$ cat config.mk
export PLATFORM = sky130hd
export DESIGN_NAME = fp_mul_seq
export DESIGN_NICKNAME = d
export VERILOG_FILES = /design/src/rtl/fp_mul_seq.sv
export SDC_FILE = /design/constraint.sdc
export NUM_CORES = 1
export LEC_CHECK = 0
export BUFFER_PORTS_ARGS = -buffer_cell sky130_fd_sc_hd__clkbuf_2
export CAP_MARGIN = 20
export CORE_AREA = 2 2 144 252
export CTS_CLUSTER_DIAMETER = 200
export CTS_CLUSTER_SIZE = 8
export DETAILED_ROUTE_END_ITERATION = 16
export DIE_AREA = 0 0 146 254
export PLACE_DENSITY_LB_ADDON = 0.25
export SYNTH_ARGS = -nofsm -noshare
export SYNTH_HDL_FRONTEND = slang
export SYNTH_SLANG_ARGS = --single-unit
$ cat constraint.sdc
create_clock -name clk -period 5.35 [get_ports clk]
set_input_delay 0 -clock clk [delete_from_list [all_inputs] [get_ports clk]]
set_output_delay 0 -clock clk [all_outputs]
set_load 0.005 [all_outputs]
$ cat src/rtl/fp_mul_seq.sv
// fp_mul_seq: sequential IEEE-754 single-precision multiplier.
// The mantissa product is built with a radix-2 shift-add loop, then normalized
// and rounded in five modes. NaN, infinity and zero operands skip the loop and
// complete in one cycle. The flag set matches the divider so the FPU result
// mux can treat both units the same way.
module fp_mul_seq #(
    parameter int W    = 32,
    parameter int M    = 22,
    parameter int E    = 30,
    parameter int BIAS = 127
) (
    input  logic         clk,
    input  logic         rst,
    input  logic         act,
    input  logic [W-1:0] in1,
    input  logic [W-1:0] in2,
    input  logic [2:0]   round_m,
    output logic [W-1:0] out,
    output logic         busy,
    output logic         done,
    output logic         ov,
    output logic         un,
    output logic         inv,
    output logic         inexact
);
    localparam int FW = M + 1;          // fraction bits
    localparam int MW = M + 2;          // mantissa including hidden one
    localparam int PW = 2 * MW;         // full product width
    localparam int EW = E - M;          // exponent field width
    localparam int XW = EW + 2;         // signed working exponent, never wraps
    localparam int CW = $clog2(MW);

    localparam logic [2:0] RNE = 3'd0;
    localparam logic [2:0] RZ  = 3'd1;
    localparam logic [2:0] RU  = 3'd2;
    localparam logic [2:0] RD  = 3'd3;
    localparam logic [2:0] RNA = 3'd4;

    localparam logic signed [XW-1:0] EXP_MAX = XW'((1 << EW) - 1);
    localparam logic [W-1:0] QNAN = {1'b0, {EW{1'b1}}, 1'b1, {M{1'b0}}};

    typedef enum logic [2:0] {S_IDLE, S_MUL, S_NORM, S_ROUND, S_OUT} state_t;

    state_t state_q, state_d;

    // operand classification, only meaningful in IDLE
    logic [EW-1:0] e1, e2;
    logic [FW-1:0] f1, f2;
    logic z1, z2, i1, i2, n1, n2, sn1, sn2, spec, s_in;
    logic [W-1:0] sres;
    logic         sinv;

    assign e1   = in1[E:M+1];
    assign e2   = in2[E:M+1];
    assign f1   = in1[M:0];
    assign f2   = in2[M:0];
    assign z1   = (e1 == '0);
    assign z2   = (e2 == '0);
    assign i1   = (e1 == '1) && (f1 == '0);
    assign i2   = (e2 == '1) && (f2 == '0);
    assign n1   = (e1 == '1) && (f1 != '0);
    assign n2   = (e2 == '1) && (f2 != '0);
    assign sn1  = n1 & ~f1[M];
    assign sn2  = n2 & ~f2[M];
    assign s_in = in1[W-1] ^ in2[W-1];
    assign spec = z1 | z2 | i1 | i2 | n1 | n2;

    // forced result for special operands, in priority order
    always_comb begin
        sres = {s_in, {(W-1){1'b0}}};
        sinv = 1'b0;
        if (sn1 | sn2) begin
            sres = QNAN;
            sinv = 1'b1;
        end else if (n1 | n2) begin
            sres = QNAN;
        end else if ((z1 & i2) | (i1 & z2)) begin
            sres = QNAN;
            sinv = 1'b1;
        end else if (i1 | i2) begin
            sres = {s_in, {EW{1'b1}}, {FW{1'b0}}};
        end
    end

    // datapath registers
    logic                 s0_q, spec_q, sinv_q, g_q, st_q, inx_q;
    logic [2:0]           mode_q;
    logic [W-1:0]         sres_q;
    logic [MW-1:0]        a_q, mant_q;
    logic [PW-1:0]        b_q, p_q;
    logic [CW-1:0]        cnt_q;
    logic signed [XW-1:0] ex_q;

    // rounding increment and carry-out
    logic          rinc;
    logic [MW:0]   rsum;
    always_comb begin
        case (mode_q)
            RZ:      rinc = 1'b0;
            RU:      rinc = ~s0_q & (g_q | st_q);
            RD:      rinc = s0_q & (g_q | st_q);
            RNA:     rinc = g_q;
            default: rinc = g_q & (st_q | mant_q[0]);
        endcase
    end
    assign rsum = {1'b0, mant_q} + {{MW{1'b0}}, rinc};

    // state register
    always_ff @(posedge clk or negedge rst) begin
        if (!rst) state_q <= S_IDLE;
        else      state_q <= state_d;
    end

    // next-state logic
    always_comb begin
        state_d = state_q;
        case (state_q)
            S_IDLE:  if (act) state_d = spec ? S_OUT : S_MUL;
            S_MUL:   if (cnt_q == CW'(MW - 1)) state_d = S_NORM;
            S_NORM:  state_d = S_ROUND;
            S_ROUND: state_d = S_OUT;
            S_OUT:   state_d = S_IDLE;
            default: state_d = S_IDLE;
        endcase
    end

    // capture, shift-add loop, normalize and round
    always_ff @(posedge clk or negedge rst) begin
        if (!rst) begin
            s0_q   <= 1'b0;
            spec_q <= 1'b0;
            sinv_q <= 1'b0;
            sres_q <= '0;
            mode_q <= RNE;
            a_q    <= '0;
            b_q    <= '0;
            p_q    <= '0;
            cnt_q  <= '0;
            ex_q   <= '0;
            mant_q <= '0;
            g_q    <= 1'b0;
            st_q   <= 1'b0;
            inx_q  <= 1'b0;
        end else begin
            case (state_q)
                S_IDLE: if (act) begin
                    s0_q   <= s_in;
                    mode_q <= (round_m > RNA) ? RNE : round_m;
                    spec_q <= spec;
                    sres_q <= sres;
                    sinv_q <= sinv;
                    a_q    <= {1'b1, f1};
                    b_q    <= {{MW{1'b0}}, 1'b1, f2};
                    p_q    <= '0;
                    cnt_q  <= '0;
                    ex_q   <= XW'(e1) + XW'(e2) - XW'(BIAS);
                end
                // multiplier shifts right, multiplicand left: same as B<<cnt
                S_MUL: begin
                    if (a_q[0]) p_q <= p_q + b_q;
                    a_q   <= a_q >> 1;
                    b_q   <= b_q << 1;
                    cnt_q <= cnt_q + CW'(1);
                end
                S_NORM: begin
                    if (p_q[PW-1]) begin
                        mant_q <= p_q[PW-1:MW];
                        g_q    <= p_q[MW-1];
                        st_q   <= |p_q[MW-2:0];
                        ex_q   <= ex_q + XW'(1);
                    end else begin
                        mant_q <= p_q[PW-2:MW-1];
                        g_q    <= p_q[MW-2];
                        st_q   <= |p_q[MW-3:0];
                    end
                end
                S_ROUND: begin
                    if (rsum[MW]) begin
                        mant_q <= {1'b1, {(MW-1){1'b0}}};
                        ex_q   <= ex_q + XW'(1);
                    end else begin
                        mant_q <= rsum[MW-1:0];
                    end
                    inx_q <= g_q | st_q;
                end
                default: ;
            endcase
        end
    end

    // result packing and range checks
    logic         ovf, unf, tozero;
    logic [W-1:0] out_q, out_d;
    logic         busy_q, busy_d, done_q, done_d;
    logic         ov_q, ov_d, un_q, un_d, inv_q, inv_d, inx_o_q, inx_o_d;

    assign ovf    = (ex_q >= EXP_MAX);
    assign unf    = ex_q[XW-1] | (ex_q == '0);
    assign tozero = (mode_q == RZ) | ((mode_q == RU) & s0_q) | ((mode_q == RD) & ~s0_q);

    // output next-values: busy tracks the operation, results load in OUT
    always_comb begin
        busy_d  = 1'b1;
        done_d  = 1'b0;
        out_d   = out_q;
        ov_d    = ov_q;
        un_d    = un_q;
        inv_d   = inv_q;
        inx_o_d = inx_o_q;
        case (state_q)
            S_IDLE: busy_d = act;
            S_OUT: begin
                done_d  = 1'b1;
                ov_d    = 1'b0;
                un_d    = 1'b0;
                inv_d   = 1'b0;
                inx_o_d = 1'b0;
                if (spec_q) begin
                    out_d = sres_q;
                    inv_d = sinv_q;
                end else if (ovf) begin
                    out_d   = tozero ? {s0_q, {(EW-1){1'b1}}, 1'b0, {FW{1'b1}}}
                                     : {s0_q, {EW{1'b1}}, {FW{1'b0}}};
                    ov_d    = 1'b1;
                    inx_o_d = 1'b1;
                end else if (unf) begin
                    out_d   = {s0_q, {(W-1){1'b0}}};
                    un_d    = 1'b1;
                    inx_o_d = 1'b1;
                end else begin
                    out_d   = {s0_q, ex_q[EW-1:0], mant_q[M:0]};
                    inx_o_d = inx_q;
                end
            end
            default: ;
        endcase
    end

    // output registers
    always_ff @(posedge clk or negedge rst) begin
        if (!rst) begin
            out_q   <= '0;
            busy_q  <= 1'b0;
            done_q  <= 1'b0;
            ov_q    <= 1'b0;
            un_q    <= 1'b0;
            inv_q   <= 1'b0;
            inx_o_q <= 1'b0;
        end else begin
            out_q   <= out_d;
            busy_q  <= busy_d;
            done_q  <= done_d;
            ov_q    <= ov_d;
            un_q    <= un_d;
            inv_q   <= inv_d;
            inx_o_q <= inx_o_d;
        end
    end

    assign out     = out_q;
    assign busy    = busy_q;
    assign done    = done_q;
    assign ov      = ov_q;
    assign un      = un_q;
    assign inv     = inv_q;
    assign inexact = inx_o_q;

endmodule

==> impl_metrics.env, run 1 <==
export IMPL_cts_sinks=212
export IMPL_syn_area_sq_mm=0.0128
export IMPL_wirelength_mm=35.4
export IMPL_cts_resized=0
export IMPL_std_cell_rows=91
export IMPL_crit_start="mode_q[1]"
export IMPL_met2_length_mm=19.8
export IMPL_vdd_drop_max_uv=271
export IMPL_grt_overflow=0
export IMPL_timing_rr_end="ex_q[3]"
export IMPL_cts_root_buf="clkbuf_16"
export IMPL_dr_max_layer_used="met4"
export IMPL_crit_type="reg -> reg"
export IMPL_avgSynthCellArea_sq_um=8.67
export IMPL_synth_cells=1480
export IMPL_die_h_um=254
export IMPL_core_sq_mm=0.0351
export IMPL_worstPathArrival_ps=4430
export IMPL_grt_pass1_vias=11700
export IMPL_synthTopCellsByCount="227 x nand2_1, 212 x dfrtp_1, 141 x nor2_1"
export IMPL_htreeDepth=1
export IMPL_crit_path_end_kind="flop"
export IMPL_slew_viol_final=0
export IMPL_setup_violations=0
export IMPL_hold_class="in -> async"
export IMPL_grt_max_degree=102
export IMPL_skew_ps=18.1
export IMPL_postCtsSetupBuffers=0
export IMPL_period_minus_slack_ps=3990
export IMPL_maxCapViolCount=0
export IMPL_clock_latency_ps=570
export IMPL_slew_headroom_pct=31.0
export IMPL_dpl_worst_slack_ps=1350
export IMPL_r2r_slack_ps=1360
export IMPL_crit_required_ps=5790
export IMPL_first_pass_iters=5
export IMPL_grt_util_all_layers_pct=19.1
export IMPL_drt_iter0_drc=385
export IMPL_worstMarginPinSlew_ps=1030
export IMPL_placed_area_sq_mm=0.0136
export IMPL_dpl_hpwl_mm=24.7
export IMPL_holdBufCountCts=68
export IMPL_dr_total_vias=11400
export IMPL_fillers=3538
export IMPL_yosysTopAreaCell="dfrtp_1"
export IMPL_num_io_pins=108
export IMPL_gp_congestion=0.866
export IMPL_p_leak_uw=0.00683
export IMPL_dieArea_sq_mm=0.0371
export IMPL_status="completed"
export IMPL_drt_met1_wl_mm=13.7
export IMPL_cp_max_fo=29
export IMPL_synth_most_common_cell="nand2_1"
export IMPL_hold_viol=0
export IMPL_ys_seq_area_share_pct=41.3
export IMPL_dieWidth_um=146
export IMPL_synth_main_ff_cell="dfrtp_1"
export IMPL_power_density_mw_per_mm2=594
export IMPL_synth_top_area_share_pct=41.3
export IMPL_worstRegToRegCells=18
export IMPL_cts_tree="done"
export IMPL_ant_nets=0
export IMPL_clock_power_share_pct=19.1
export IMPL_fin_setup_tns_ps=0
export IMPL_clockBufferDepth=3
export IMPL_design_area_sq_mm=0.0151
export IMPL_portBuffers=107
export IMPL_synth_cell_types=86
export IMPL_viasPerCell=5.45
export IMPL_cp_start_kind="flop"
export IMPL_post_route_period_util_pct=74.6
export IMPL_rr_startpoint="mode_q[1]"
export IMPL_synth_edf_count=0
export IMPL_power_frac_seq_pct=31.1
export IMPL_cell_internal_pwr_uw=5060
export IMPL_rsz0062_at_grt="false"
export IMPL_dp_cells=1980
export IMPL_final_setup_worst_slack_ps=1360
export IMPL_swShare_pct=43.8
export IMPL_syn_to_final_growth_pct=18.0
export IMPL_antenna_found_initial=1
export IMPL_synth_fp_nets=1620
export IMPL_power_switching_uw=3940
export IMPL_ys_warn_count=0
export IMPL_async_reset_ff_share_pct=100
export IMPL_cp_endpoint="ex_q[3]"
export IMPL_instances_no_fill=2082
export IMPL_cts_buffers_inserted=30
export IMPL_fin_nets=1756
export IMPL_met3_length_mm=1.03
export IMPL_clk_pin_slew_worst_paths_ps=50
export IMPL_drc=0
export IMPL_timing_fmax_mhz=251
export IMPL_grt_pass1_wl_mm=58.6
export IMPL_ys_top_cells_by_area="dfrtp_1 41%, nand2_1 6.6%, ha_1 6.6%, o21ai_0 5.1%, nor2_1 4.1%"
export IMPL_pwr_share_comb_pct=49.9
export IMPL_synth_seq_cells=212
export IMPL_drive_gt1_share_pct=12.4
export IMPL_initial_utilization_pct=36.6
export IMPL_wire_per_inst_um=17.0
==> sequential cells by signal (all words and copies together) (netlist names), 3 cells and up <==
signal,cells
b_q,48
mant_q,24
a_q,24
p_q,48
cnt_q,5
mode_q,3
sres_q,3
state_q,3
ex_q,10
out,32
==> through the flow <==
stage,utilization (%),total power [uW],hold slack [ps]
after floorplan,-,6210,-296
after global placement,38.9,7170,95.2
after detailed placement,38.9,7250,101
after CTS,43.1,9060,41.9
after global routing,43.2,9770,92.1
final,43.2,8990,29.6
==> worst min-delay path by stage <==
stage	start	cells after the start	slack, ps	to
2_1_floorplan	rst	0	-300	a_q[0]
3_3_place_gp	rst	1	100	b_q[7]
3_5_place_dp	rst	1	100	b_q[6]
4_1_cts	in1[30]	6	40	sres_q[22]
5_1_grt	in1[30]	6	90	sres_q[22]
6_report	rst	2	30	b_q[7]
==> power groups by stage <==
stage	clock network (uW)	logic, uW	registers, uW
after floorplan	0	3590	2610
after global placement	0	4370	2790
after detailed placement	0	4430	2820
after CTS	1760	4500	2800
after global routing	1830	5060	2890
final	1710	4480	2800
==> logic make-up (layout without fill, tap and decap cells) <==
group                      after synthesis  in the layout  synth area share [%]
xor gates and xnor gates                52             52                  3.55
buffers and inverters                  123            259                  4.67
adders and majority gates               70             70                  6.94
AOI/OAI and AO/OA                      427            427                  21.1
muxes                                   30             30                  2.38
and+or+nand+nor                        566            566                  20.0
other                                    0              1                     0
DFF                                    212            212                  41.3
==> placed cells by master (no fill, tap or decap), drive strengths merged, types with 23 or more instances in the layout <==
cell	Yosys	routed
a21o	27	27
a21oi	106	106
clkbuf	66	136
dfrtp	212	212
dlygate4sd3	0	68
ha	68	68
inv	35	35
mux2i	26	26
nand2	227	227
nand3	64	64
nand4	24	24
nor2	141	141
nor4	24	24
o21ai	138	138
o22ai	58	58
xnor2	29	29
xor2	23	23
==> per-layer routing <==
layer	GRT usage, %	vias to the layer above
met5	0	-
met3	2.01	63
met2	37.8	218
met4	6.07	0
met1	21.0	5498
li1	-	5577
==> cell type report <==
| class | instances | area (sq um) | share of cell area (%) |
|---|---|---|---|
| sequential | 212 | 5310 | 35.0 |
| timing repair buffer | 192 | 1360 | 8.99 |
| clock buffer | 30 | 751 | 4.96 |
| inverter | 35 | 131 | 0.867 |
| clock inverter | 2 | 60.1 | 0.397 |
| antenna | 1 | 2.50 | 0.0165 |
| multi-input combinational | 1145 | 6950 | 45.9 |
| tap | 465 | 582 | 3.84 |
==> critical path: stages, from the launching register on <==
cell and delay [ps]:
dfrtp_1 420, and3b_1 200, ha_1 270, nand3b_1 70
a21oi_1 180, ha_1 240, ha_1 220, and3_1 170
and3_1 190, nand3_1 150, nor2_1 140, buf_4 140
nand4_1 150, or2_1 280, o211ai_2 200, buf_4 330
nand2_1 190, o21ai_0 200, o21ai_0 100
Power figures use the tool's default switching activity.
==> inputs of run 2 (changes only) <==
--- a/config.mk
+++ b/config.mk
@@ -5,13 +5,14 @@
 export SDC_FILE = /design/constraint.sdc
 export NUM_CORES = 1
 export LEC_CHECK = 0
+export ABC_AREA = 1
 export BUFFER_PORTS_ARGS = -buffer_cell sky130_fd_sc_hd__clkbuf_2
 export CAP_MARGIN = 20
-export CORE_AREA = 2 2 144 252
+export CORE_AREA = 2 2 154 268
 export CTS_CLUSTER_DIAMETER = 200
 export CTS_CLUSTER_SIZE = 8
 export DETAILED_ROUTE_END_ITERATION = 16
-export DIE_AREA = 0 0 146 254
+export DIE_AREA = 0 0 156 270
 export PLACE_DENSITY_LB_ADDON = 0.25
 export SYNTH_ARGS = -nofsm -noshare
 export SYNTH_HDL_FRONTEND = slang
==> constraint.sdc (replaced) <==
create_clock -name clk -period 3.3 [get_ports clk]
set_input_delay 0 -clock clk [delete_from_list [all_inputs] [get_ports clk]]
set_output_delay 0 -clock clk [all_outputs]
set_load 0.005 [all_outputs]
==> impl_metrics.env, run 2 <==
export IMPL_die_h_um=270
export IMPL_dpl_worst_slack_ps=443
export IMPL_ant_nets=0
export IMPL_layout_common_cells="705 x nand2_1, 385 x inv_1, 212 x dfrtp_1"
export IMPL_worstPathArrival_ps=3400
export IMPL_p_leak_uw=0.00908
export IMPL_synth_most_common_cell="nand2_1"
export IMPL_synthTopCellsByCount="705 x nand2_1, 385 x inv_1, 212 x dfrtp_1"
export IMPL_slowest_delay_ps=440
export IMPL_core_sq_mm=0.0399
export IMPL_cp_max_fo=5
export IMPL_maxCapViolCount=0
export IMPL_vdd_drop_max_uv=591
export IMPL_status="completed"
export IMPL_hold_viol=0
export IMPL_num_io_pins=108
export IMPL_synth_cell_types=43
export IMPL_synth_fp_nets=2349
export IMPL_dr_total_vias=14800
export IMPL_crit_path_top_delay_cell="nor3b_1"
export IMPL_final_common_cell="nand2_1"
export IMPL_hold_class="in -> async"
export IMPL_antenna_found_initial=0
export IMPL_initial_utilization_pct=36.6
export IMPL_grt_max_degree=107
export IMPL_clk_pin_slew_worst_paths_ps=60
export IMPL_fin_nets=2506
export IMPL_synth_main_ff_cell="dfrtp_1"
export IMPL_htreeDepth=1
export IMPL_avgSynthCellArea_sq_um=6.62
export IMPL_syn_to_final_growth_pct=17.0
export IMPL_yosysTopAreaCell="dfrtp_1"
export IMPL_cts_tree="done"
export IMPL_clock_latency_ps=590
export IMPL_ys_warn_count=0
export IMPL_dpl_hpwl_mm=39.0
export IMPL_syn_area_sq_mm=0.0146
export IMPL_synth_top_area_share_pct=36.3
export IMPL_viasPerCell=5.18
export IMPL_grt_overflow=0
export IMPL_drive_gt1_share_pct=7.61
export IMPL_cts_buffers_inserted=30
export IMPL_async_reset_ff_share_pct=100
export IMPL_synth_seq_cells=212
export IMPL_dieWidth_um=156
export IMPL_portBuffers=107
export IMPL_dieArea_sq_mm=0.0421
export IMPL_fin_setup_tns_ps=0
export IMPL_cts_root_buf="clkbuf_16"
export IMPL_power_density_mw_per_mm2=958
export IMPL_setup_violations=0
export IMPL_postCtsSetupBuffers=0
export IMPL_gp_congestion=0.989
export IMPL_ys_seq_area_share_pct=36.3
export IMPL_std_cell_rows=97
export IMPL_first_pass_iters=5
export IMPL_drc=0
export IMPL_synth_edf_count=0
export IMPL_rsz0062_at_grt="false"
export IMPL_cp_start_kind="flop"
export IMPL_crit_path_end_kind="flop"
export IMPL_grt_pass1_vias=15000
export IMPL_ys_top_cells_by_area="dfrtp_1 36%, nand2_1 18%, inv_1 9.9%, ha_1 5.8%, a21oi_1 4.5%"
export IMPL_drt_iter0_drc=728
export IMPL_clockBufferDepth=3
export IMPL_grt_pass1_wl_mm=78.3
export IMPL_synth_cells=2209
export IMPL_slew_viol_final=0
export IMPL_wire_per_inst_um=17.5
export IMPL_timing_fmax_mhz=346
export IMPL_skew_ps=19.8
export IMPL_crit_required_ps=3810
export IMPL_grt_util_all_layers_pct=23.7
export IMPL_worstMarginPinSlew_ps=935
export IMPL_total_power_uw=16400
export IMPL_crit_type="reg -> reg"
export IMPL_period_minus_slack_ps=2890
export IMPL_wirelength_mm=50.0
export IMPL_cts_sinks=212
export IMPL_final_setup_worst_slack_ps=408
export IMPL_hold_ws_ps=25.6
export IMPL_post_route_period_util_pct=87.6
export IMPL_worstPathCellList="inv_1 > nor3_1 > ha_1 > a32o_1 > ha_1 > ha_1 > nand3_1 > nor3b_1 > nand3_1 > o21ai_0 > nand3_1 > a21oi_1"
export IMPL_slew_headroom_pct=37.7
run 2: per-layer routing:
layer | vias up | wire length [um] | part of all wire, % | track usage [%]
met4 | 0 | 4070 | 8.1 | 17.1
met1 | 6887 | 17400 | 35 | 22.7
met5 | - | 0 | 0 | 0
met2 | 398 | 26900 | 54 | 45.9
met3 | 171 | 1650 | 3.3 | 2.28
li1 | 7367 | - | - | -
run 2: what timing repair did:
| action | 4_1_cts | 5_1_grt |
|---|---|---|
| resized for setup | 0 | 0 |
| hold buffers | 57 | 0 |
| hold endpoints to repair | 159 | 0 |
run 2: layout make-up:
type	instances	area, sq um
inverters	393	1480
well taps	495	619
flip-flops and latches	212	5310
multi-input cells	1546	7600
clock inverters	2	60.1
fillers	4170	22800
repair buffers	183	1280
clock buffers	30	751
diodes	1	2.50
run 2: worst paths after layout:
check                              to  cells past startpoint       from  slack, ps
max                        mant_q[18]                     12  mode_q[1]        410
min                           b_q[36]                      2        rst         30
max reg2reg                mant_q[18]                     12  mode_q[1]        410
min reg2reg                        ov                      2         ov        480
max in group asynchronous    cnt_q[0]                      3        rst       2270
min in group clk              ex_q[1]                      5    in2[24]         40
run 2: cells by family after synthesis:
family | Yosys count | share of synthesized area, %
adders and majority gates | 70 | 6.10
xor gates and xnor gates | 19 | 1.14
and+or+nand+nor | 1085 | 30.3
buffers and inverters | 451 | 11.7
AOI/OAI and AO/OA | 371 | 14.3
DFF | 212 | 36.3
muxes | 1 | 0.0685
run 2: power by group:
part | internal [uW] | leakage (uW) | switching [uW]
clock | 1670 | 0.000395 | 1170
sequential | 3720 | 0.00263 | 1050
combinational | 2820 | 0.00605 | 5960
run 2: critical path: cells and delay by family (launching register included):
family,cells,cell delay [ps]
fa+ha+maj,3,850
compound gates,3,510
simple gates,5,1000
buf+inv,1,110
flops,1,370
run 2: metrics by stage:
stage	utilization [%]	cells	instance area [sq um]
floorplan	-	2209	14600
global placement	39.4	2772	15700
detailed placement	39.4	2772	15700
CTS	42.8	2861	17100
global route	42.8	2861	17100
finish	42.8	2862	17100
